<file path="config.mk">
export PLATFORM = sky130hd
export DESIGN_NAME = mem_arbiter
export DESIGN_NICKNAME = d
export VERILOG_FILES = /design/src/rtl/mem_arb_pkg.sv /design/src/rtl/mem_arbiter_rr_pick2.sv /design/src/rtl/mem_arbiter.sv
export SDC_FILE = /design/constraint.sdc
export NUM_CORES = 1
export LEC_CHECK = 0
export ABC_AREA = 0
export CAP_MARGIN = 20
export CORE_AREA = 2 2 262 264
export CTS_BUF_LIST = sky130_fd_sc_hd__clkbuf_8
export CTS_CLUSTER_SIZE = 28
export DETAILED_ROUTE_END_ITERATION = 8
export DIE_AREA = 0 0 264 266
export PLACE_DENSITY = 0.37
export SLEW_MARGIN = 25
export SYNTH_ARGS = -nofsm -noshare
export SYNTH_HDL_FRONTEND = slang
export SYNTH_HIERARCHICAL = 1
export SYNTH_SLANG_ARGS = --single-unit
</file>
<file path="constraint.sdc">
create_clock -name clk -period 1.9 [get_ports clk]
set_input_delay 0.475 -clock clk [delete_from_list [all_inputs] [get_ports clk]]
set_output_delay 0.475 -clock clk [all_outputs]
set_load 0.05 [all_outputs]
</file>
<file path="src/rtl/mem_arb_pkg.sv">
// Shared types and defaults for the two-cache main-memory arbiter.
package mem_arb_pkg;

  localparam int DEF_ADDR_W = 6;
  localparam int DEF_DATA_W = 128;

  typedef enum logic [1:0] {
    IDLE    = 2'd0,
    GRANT_I = 2'd1,
    GRANT_D = 2'd2
  } arb_state_t;

  typedef enum logic {
    REQ_I = 1'b0,
    REQ_D = 1'b1
  } req_id_t;

  function automatic req_id_t other_req(input req_id_t id);
    return (id == REQ_I) ? REQ_D : REQ_I;
  endfunction

endpackage

</file>
<file path="src/rtl/mem_arbiter_rr_pick2.sv">
// Two-way round-robin chooser: a lone requester wins, a tie goes to whoever did not win last.
module rr_pick2
  import mem_arb_pkg::*;
(
  input  logic [1:0] req,
  input  req_id_t    last,
  output req_id_t    winner
);

  always_comb begin
    winner = last;
    unique case (req)
      2'b01:   winner = REQ_I;
      2'b10:   winner = REQ_D;
      2'b11:   winner = other_req(last);
      default: winner = last;
    endcase
  end

endmodule

</file>
<file path="src/rtl/mem_arbiter.sv">
// Serialises I-cache and D-cache block traffic onto one main-memory port.
// Grants run to completion; ties alternate between the two caches.
module mem_arbiter
  import mem_arb_pkg::*;
#(
  parameter int ADDR_W = DEF_ADDR_W,
  parameter int DATA_W = DEF_DATA_W
) (
  input  logic              clk,
  input  logic              reset,
  input  logic              i_read,
  input  logic [ADDR_W-1:0] i_address,
  output logic [DATA_W-1:0] i_readdata,
  output logic              i_busywait,
  input  logic              d_read,
  input  logic              d_write,
  input  logic [ADDR_W-1:0] d_address,
  input  logic [DATA_W-1:0] d_writedata,
  output logic [DATA_W-1:0] d_readdata,
  output logic              d_busywait,
  output logic              mem_read,
  output logic              mem_write,
  output logic [ADDR_W-1:0] mem_address,
  output logic [DATA_W-1:0] mem_writedata,
  input  logic [DATA_W-1:0] mem_readdata,
  input  logic              mem_busywait
);

  arb_state_t        r_state;
  req_id_t           r_last;
  logic              r_first;
  logic              r_mem_read;
  logic              r_mem_write;
  logic [ADDR_W-1:0] r_mem_address;
  logic [DATA_W-1:0] r_mem_writedata;

  logic    w_i_req;
  logic    w_d_req;
  logic    w_done;
  req_id_t w_winner;

  assign w_i_req = i_read;
  assign w_d_req = d_read | d_write;

  rr_pick2 u_pick (
    .req    ({w_d_req, w_i_req}),
    .last   (r_last),
    .winner (w_winner)
  );

  // Completion cycle: past the grant's first cycle with memory ready; reset cancels it.
  assign w_done = reset && !r_first && !mem_busywait;

  assign i_busywait = w_i_req && !(w_done && (r_state == GRANT_I));
  assign d_busywait = w_d_req && !(w_done && (r_state == GRANT_D));

  assign i_readdata = mem_readdata;
  assign d_readdata = mem_readdata;

  assign mem_read      = r_mem_read;
  assign mem_write     = r_mem_write;
  assign mem_address   = r_mem_address;
  assign mem_writedata = r_mem_writedata;

  always_ff @(posedge clk) begin
    if (!reset) begin
      r_state         <= IDLE;
      r_last          <= REQ_I;
      r_first         <= 1'b0;
      r_mem_read      <= 1'b0;
      r_mem_write     <= 1'b0;
      r_mem_address   <= '0;
      r_mem_writedata <= '0;
    end else begin
      unique case (r_state)
        IDLE: begin
          if (w_i_req || w_d_req) begin
            r_last  <= w_winner;
            r_first <= 1'b1;
            if (w_winner == REQ_D) begin
              r_state         <= GRANT_D;
              r_mem_address   <= d_address;
              r_mem_writedata <= d_writedata;
              // A write-back takes priority over a simultaneous read request.
              r_mem_write     <= d_write;
              r_mem_read      <= d_read & ~d_write;
            end else begin
              r_state         <= GRANT_I;
              r_mem_address   <= i_address;
              r_mem_writedata <= '0;
              r_mem_write     <= 1'b0;
              r_mem_read      <= 1'b1;
            end
          end
        end
        GRANT_I, GRANT_D: begin
          if (r_first) begin
            r_first <= 1'b0;
          end else if (!mem_busywait) begin
            r_state     <= IDLE;
            r_mem_read  <= 1'b0;
            r_mem_write <= 1'b0;
          end
        end
        default: begin
          r_state     <= IDLE;
          r_first     <= 1'b0;
          r_mem_read  <= 1'b0;
          r_mem_write <= 1'b0;
        end
      endcase
    end
  end

endmodule

</file>
After elaboration in Yosys (flattened, before gate mapping)
Cells that the tools add are included.

cells by class
  bitwise gates (word level) = 3
  shift operators = 0
  magnitude comparators = 0
  eq/ne operators = 8
  divide/modulo/power cells = 0
  mux-type cells = 17
  $mul = 0
  $add $sub $neg = 0
  reduce and logical (&&, ||, !) cells = 16

operators with widths
  operator                                                         number
  128-bit 2-to-1 mux                                               1
  2-bit 2-to-1 mux                                                 4
  1-bit 2-to-1 mux                                                 7
  2-bit == test, second input constant                             3
  1-bit logical AND                                                6
  6-bit 2-to-1 mux                                                 1
  2-bit inequality test, second input constant                     3
  2-bit by 1-bit == test with 1-bit output, second input constant  2
  1-bit logical NOT                                                4
  1-bit one-hot mux with 2 select lines                            2
  2-bit one-hot mux with 2 select lines                            1
  2-bit AND reduction                                              2
  1-bit one-hot mux with 3 select lines                            1
  3-bit AND reduction                                              1
  2-bit logical NOT                                                1
  2-bit OR reduction                                               1
  1-bit bitwise AND                                                1
  1-bit logical OR                                                 1
  1-bit NOT                                                        1
  1-bit OR                                                         1

storage, ports and cells
  word-level logic and storage cells = 51
  bits of input ports = 274
  register bits = 140
  bits in read-only memories = 0
  memories kept = 0
  output and inout bits = 394
  bits in latches = 0
  RAM bits = 0

Longest topological paths before layout
Gate-level depths: netlist of run 1.

  depth after elaboration = 6
  gate-level depth with buffers = 9

By module
Netlist of run 1, hierarchy kept.

by module, submodules not included
  module       area an instance (sq um)  cells each  times used
  mem_arbiter  7383.3                    909         1
  rr_pick2     13.8                      2           1

Least setup slack after synthesis of run 1
No wires, ideal clock.

  path type = input port to output port
  start point = input reset
  end point = output i_busywait
  data arrival time = 1.766 ns
  path slack = -0.341 ns
  data required time = 1.425 ns
  stages = 3
  cell sequence = clkbuf_1 clkbuf_1 a31oi_1

on the way
  cells in the longest elaborated chain, start to end = 5

ends and longest elaborated chain
  what                            RTL line           RTL
  start, declared                 mem_arbiter.sv:10  input logic reset,
  1-bit logical AND (2 in a row)  mem_arbiter.sv:52  assign w_done = reset && !r_first && !mem_busywait;
  1-bit logical AND               mem_arbiter.sv:54  assign i_busywait = w_i_req && !(w_done && (r_state == GRANT_I));
  1-bit logical NOT               mem_arbiter.sv:54
  1-bit logical AND               mem_arbiter.sv:54
  end, declared                   mem_arbiter.sv:14  output logic i_busywait,

Every way passes these cells.

Worst setup path after layout of run 1
  start point = input i_read
  end point = output i_busywait

on the way
  cells in the longest elaborated chain, start to end = 1

ends and longest elaborated chain
  what               RTL line           RTL
  start, declared    mem_arbiter.sv:11  input logic i_read,
  1-bit logical AND  mem_arbiter.sv:54

Every way passes these cells.

==> metrics.txt, run 1 <==
number of fillers in the final layout 7,744; status complete, but fails checks; final core utilization 0.143; Global Route Usage Sum 0.0733; Port-buffer cells 283; Routed WL 26,200 um; DP HPWL 19,400 um; DRT iter0 DRCs 242; Layout Skew 0.0132 ns; Synth top area share 0.379; height of the die 266 um; row cnt 96; clk_lat worst skew 0.54 ns; fin. max-slew vios 0; # H-tree levels 4; failing checks negative setup slack; Worst EP required 1.42 ns; Ports 668; worst hold slack 0.330 ns; Via Count 6,102; HP Class in2reg; Setup WS post-layout -0.0831 ns; Syn Area/Cell 8.12 um2; Top FF cell, synth dfxtp_1; Max FO, Critical Path 3; Yosys cell types 26; fin crit share 1.04; ant diodes 0; MaxCap Viol Count 0; timing-limited maximum frequency 504 MHz; CTS Buf Count 17; pre-CTS setup slack -0.227 ns; Crit path largest cell delay 0.50 ns; synthesized area 7400 um2; crit path cell chain clkdlybuf4s50_1 > buf_4 > inv_1 > a31oi_4 > buf_12; initial antenna violation count 0; # DRC 0; pin count of the biggest net entering global routing 60; vias per inst 3.34; post-detailed-route count of antenna-violating nets 0; Crit. End Element primary output; number of enable flip-flop cells after synthesis 0; wire per inst 14.4 um; placed cell area 9220 um2; Max IR drop VDD 0.419 mV; setup_tns -0.145 ns; Initial Util 0.109; post-synthesis sequential area ratio 0.379; DRT Pass-1 Iters 4; post-synthesis register bit count 140; vias in the first global route 6,046; Layout area overhead 31.0%; Pwr Density 1300 nW/um2; Nets 1,208; CTS max path bufs 2; root buffer cell clkbuf_8; core box area 67,700 um2; Final Cell Area 9690 um2; Worst path top cell family by delay buffers and inverters; final std cells w/o fill 1,826; top post-synthesis cells by area dfxtp_1 (38%), buf_4 (26%), nand4_1 (11%); CTS tree built; area leader, netlist dfxtp_1; Design Power 12.6 mW; Slew HR 0.757; GRT Residual Overflow 0; crit start category input pin; Synth Warn # 6; layout cell share with drive strength beyond 1 0.246; CTS Sinks 140; CP Data Arrival Time 1.51 ns; final setup violation count 2; Setup CP Type in2out; clock slew at reported path FFs 0.08 ns; ys async rst share 0; first-pass GRT wire length 37,900 um; slowest CP cell clkdlybuf4s50_1; P_leak 3.59 nW; Hold Violations, Final 0; Post-Place Cells 1,792; die area 70,200 um2; RSZ-0062 raised after global routing true; Post-Syn Nets 1,188; Bufs and invs on worst path 4; Chip Width 264 um; Tmin final 1.98 ns; GPL Wtd Cong 0.690; Syn Inst Count 911; Worst Max-Slew Pin Slew 0.364 ns
path summary, 6_finish.rpt:
path                          start                 to  slack [ns]  cells after the start
hold / removal                reset  mem_writedata[79]        0.33                      3
setup / recovery             i_read         i_busywait       -0.08                      5
hold reg to reg   mem_writedata[10]  mem_writedata[10]        0.45                      2
setup reg to reg         r_state[1]   mem_writedata[8]        0.19                      8
power breakdown:
part	switching, mW	internal [mW]
Sequential	0.378	3.57
Clock	1.38	1.22
Combinational	4.04	2.00
cell usage after synthesis, drive strengths merged (2+ instances only):
library cell,count
o211a,6
o22ai,2
nand2,141
nand3,2
a21oi,2
mux2i,7
o32ai,2
nand4,128
nor2,2
inv,7
o21ai,129
buf,276
ha,3
a31oi,2
clkbuf,56
dfxtp,140
placed cells by master (no fill, tap or decap), types with 7 or more instances in the layout:
master and count:
buf_12 12, buf_4 175, clkbuf_8 20, clkdlybuf4s50_1 142, dfxtp_1 138, inv_1 7
nand2_1 141, nand4_1 128, o21ai_0 19, o21ai_1 110
what timing repair did:
item                                    4_1_cts  5_1_grt
gates resized for setup                      14        6
hold buffers                                  0        0
buffers inserted                              1        1
endpoints found under the hold margin         0        0
pin swaps                                     4        2
endpoints found under the setup margin        2       17
final cells by class:
class / instances / area [um2] / share of cell area
clock buffers: 19 / 262 / 0.0270
clock inverters: 13 / 125 / 0.0129
inverters: 7 / 31.3 / 0.00323
multi-input cells: 432 / 2330 / 0.241
flip-flops and latches: 140 / 2810 / 0.290
well taps: 882 / 1100 / 0.114
repair buffers: 333 / 3020 / 0.312
cell families (layout without fill, tap and decap cells):
logic type / after synthesis / count (layout) / synth area share
and+or+nand+nor: 276 / 276 / 0.185
adders and majority gates: 3 / 3 / 0.00507
muxes: 7 / 7 / 0.00947
DFF: 140 / 140 / 0.379
buffers and inverters: 339 / 372 / 0.316
AOI/OAI and AO/OA: 146 / 146 / 0.106
worst reg2reg max path, delay by kind of cell (launching register included):
| kind | cells | cell delay, ns |
|---|---|---|
| buffers and inverters | 4 | 0.57 |
| DFF | 1 | 0.37 |
| and+or+nand+nor | 1 | 0.15 |
| adders and majority gates | 1 | 0.22 |
| AOI/OAI and AO/OA | 2 | 0.32 |
layer usage:
layer  wire (um)  track usage
met1        9670       0.0722
met2       11800        0.110
met3        2770       0.0384
met4        2040       0.0713
met5           0      0.00208
flip-flops by register name (all words and copies together) (netlist names):
register and flops:
r_state 2, mem_write 1, mem_address 6, r_last 1
r_first 1, mem_writedata 128, mem_read 1
Note: power is estimated with default switching activity, not from simulation.
==> run 2, diff against run 1 <==
--- a/config.mk
+++ b/config.mk
@@ -7,14 +7,13 @@
 export LEC_CHECK = 0
 export ABC_AREA = 0
 export CAP_MARGIN = 20
-export CORE_AREA = 2 2 262 264
+export CORE_AREA = 2 2 257 259
 export CTS_BUF_LIST = sky130_fd_sc_hd__clkbuf_8
 export CTS_CLUSTER_SIZE = 28
 export DETAILED_ROUTE_END_ITERATION = 8
-export DIE_AREA = 0 0 264 266
+export DIE_AREA = 0 0 259 261
 export PLACE_DENSITY = 0.37
 export SLEW_MARGIN = 25
 export SYNTH_ARGS = -nofsm -noshare
 export SYNTH_HDL_FRONTEND = slang
-export SYNTH_HIERARCHICAL = 1
 export SYNTH_SLANG_ARGS = --single-unit
==> run 2 against run 1 <==
Largest cell class unchanged. Critical path type unchanged. Cell count fell by 8.1%. Largest power group unchanged. Synthesized cell count shrank 15%. Power decreased by 12%. Global-route usage rose by 3.9 points. Setup slack improved by 0.067 ns. Design area down 3.5%. Area after synthesis decreased by 3.9%. The run still ends with negative setup slack left. Sequential share of layout area rose by 1.1 points.
==> metrics.txt, run 2 <==
CTS max path bufs 2 (unchanged); area leader, netlist dfxtp_1; synthesized area 7110 um2 (-3.9%); Setup WS post-layout -0.0166 ns (+0.0665 ns); Max IR drop VDD 0.426 mV (+1.7%); RSZ-0062 raised after global routing true; switch share 0.437 (-0.0240); Sw Pwr 4.86 mW (-16%); Power Internal 6.27 mW (-7.6%); clock slew at reported path FFs 0.08 ns (about the same); CTS Sinks 140 (unchanged); Bufs and invs on worst path 2 (-2); worst hold slack 0.492 ns (+0.162 ns); Yosys cell types 27 (+3.8%); failing checks negative setup slack; fin crit share 1.01 (-0.0350); post-synthesis register bit count 140 (unchanged); Nets 1,080 (-11%); max FFs per register 128 (unchanged); fin. max-slew vios 0 (unchanged); wire per inst 23.8 um (+66%); status complete, but fails checks; DP HPWL 32,500 um (+67%); Worst Max-Slew Pin Slew 0.457 ns (+0.0934 ns); Flop pwr share 0.331 (+0.017); Worst path top cell family by delay buffers and inverters; Setup CP Type in2out; slowest CP cell clkdlybuf4s50_1; most frequent cells in the layout buf_4 (162), clkdlybuf4s50_1 (144), dfxtp_1 (138); Syn Inst Count 777 (-15%); Hold Violations, Final 0 (unchanged); Top FF cell, synth dfxtp_1; Crit. End Element primary output; Chip Width 259 um (-1.9%); top post-synthesis cells by area dfxtp_1 (39%), buf_4 (27%), a32oi_1 (16%); power share of the clock group 0.222 (+0.016); crit start category input pin; CTS tree built; GRT Residual Overflow 0 (unchanged); Layout Skew 0.0186 ns (+0.00540 ns); DRT iter0 DRCs 354 (+46%); DRT Pass-1 Iters 5 (+1); Layout area overhead 31.5%; CP Data Arrival Time 1.44 ns (-0.07 ns); initial antenna violation count 7 (+7); final core utilization 0.144 (+0.000715); Initial Util 0.109 (about the same); post-synthesis sequential area ratio 0.394 (+0.0155); pin count of the biggest net entering global routing 65 (+8.3%); setup_tns -0.0173 ns (+0.128 ns); Worst EP required 1.42 ns (about the same); height of the die 261 um (-1.9%); post-detailed-route count of antenna-violating nets 0 (unchanged); die area 67,600 um2 (-3.7%); P_leak 3.46 nW (-3.6%); Port-buffer cells 283 (unchanged); commonest cells in the netlist buf_4 (260), dfxtp_1 (140), nor2_1 (130); CTS Buf Count 17 (unchanged); MaxCap Viol Count 0 (unchanged); ys async rst share 0 (unchanged); HP Class reg2reg; Tmin final 1.92 ns (-0.0665 ns); vias in the first global route 5,881 (-2.7%); Post-Syn Nets 1,054 (-11%); # H-tree levels 4 (unchanged); final setup violation count 2 (unchanged); Slew HR 0.692 (-0.0650); Ports 668 (unchanged); GPL Wtd Cong 0.704 (+2.1%); vias per inst 3.46 (+3.6%); Crit path largest cell delay 0.54 ns (+0.04 ns); Max FO, Critical Path 2 (-1); crit path cell chain clkdlybuf4s50_1 > nor2_2 > a31oi_4 > buf_12; Syn Area/Cell 9.15 um2 (+13%); Global Route Usage Sum 0.112 (+0.0392); Via Count 5,807 (-4.8%); Synth Warn # 0 (-6); root buffer cell clkbuf_8; clk_lat worst skew 0.48 ns (-0.06 ns); most frequent cell after synthesis buf_4; Synth top area share 0.394 (+0.0155); Routed WL 40,000 um (+53%); first-pass GRT wire length 51,700 um (+36%); # DRC 0 (unchanged); row cnt 94 (-2.1%); timing-limited maximum frequency 522 MHz (+3.5%); layout cell share with drive strength beyond 1 0.272 (+0.0261); number of enable flip-flop cells after synthesis 0 (unchanged); Pwr Density 1190 nW/um2 (-8.3%); commonest non-fill, non-tap cell in the layout buf_4; core box area 65,000 um2 (-4.0%); Comb pwr share 0.448 (-0.032)
[run 2: changes by cell type after synthesis, moves of 38 or more]
cell      delta
nand2_1    -132
a32oi_1    +128
nand4_1    -128
nor2_1     +128
o21ai_1    -110
clkbuf_1    -38
[run 2: power by group through the flow]
stage	logic [mW]	registers, mW	clock network [mW]
6_report	4.99	3.69	2.47
5_1_grt	5.31	3.75	2.73
4_1_cts	5.08	3.69	2.64
3_5_place_dp	5.03	3.73	0
3_3_place_gp	5.02	3.73	0
2_1_floorplan	3.02	5.22	0
[run 2: final cells by class]
class / count / area (um2)
clock inverter: 11 / 124
antenna: 1 / 2.50
timing repair buffer: 324 / 3000
clock buffer: 18 / 248
multi-input combinational: 315 / 2060
sequential: 140 / 2810
fill: 7362 / 55700
tap: 864 / 1080
inverter: 5 / 23.8
[run 2: per-layer routing]
| metal | up-vias | GRT usage | routed length [um] |
|---|---|---|---|
| met5 | - | 0 | 44 |
| met4 | 8 | 0.0523 | 1570 |
| met3 | 89 | 0.0848 | 6720 |
| met2 | 513 | 0.187 | 19200 |
| met1 | 2658 | 0.102 | 12500 |
| li1 | 2539 | - | - |
[run 2: worst paths after layout]
check                    start                 to  slack [ns]  cells past startpoint
max                    d_write         d_busywait       -0.02                      4
min          mem_writedata[39]  mem_writedata[39]        0.49                      2
min reg2reg  mem_writedata[39]  mem_writedata[39]        0.49                      2
max reg2reg         r_state[0]     mem_address[4]        0.33                      6
[run 2: metrics by stage]
stage	power (mW)	std cells	setup slack, ns	instance area (um2)
floorplan	8.24	777	0.180	7120
global placement	8.75	1647	-0.261	8900
detailed placement	8.76	1647	-0.284	8900
CTS	11.4	1677	-0.0900	9330
global route	11.8	1677	-0.0762	9350
finish	11.1	1678	-0.0166	9350
[run 2: cell families (layout without fill, tap and decap cells)]
group | after synthesis | count (layout) | synth area share
compound gates | 162 | 162 | 0.192
buf+inv | 322 | 358 | 0.327
simple gates | 150 | 150 | 0.0817
flops | 140 | 140 | 0.394
fa+ha+maj | 3 | 3 | 0.00528
other cells | 0 | 1 | 0
[run 2: repair_timing]
action                     CTS  global route
hold buffers                 0             0
buffers inserted             1             0
gates resized for setup     14             4
setup endpoints to repair    2             2
pin swaps                    4             2
[run 2: worst min-delay path: cells and delay by family, from the launching register on]
kind	cells	cell delay, ns
DFF	1	0.34
and+or+nand+nor	1	0.07
AOI/OAI and AO/OA	1	0.06
==> run 3, diff against run 2 <==
--- a/config.mk
+++ b/config.mk
@@ -13,7 +13,7 @@
 export DETAILED_ROUTE_END_ITERATION = 8
 export DIE_AREA = 0 0 259 261
 export PLACE_DENSITY = 0.37
-export SLEW_MARGIN = 25
+export SLEW_MARGIN = 10
 export SYNTH_ARGS = -nofsm -noshare
 export SYNTH_HDL_FRONTEND = slang
 export SYNTH_SLANG_ARGS = --single-unit
==> results of run 3 <==
The final DEF is identical to that of run 2; final timing and power are the same.
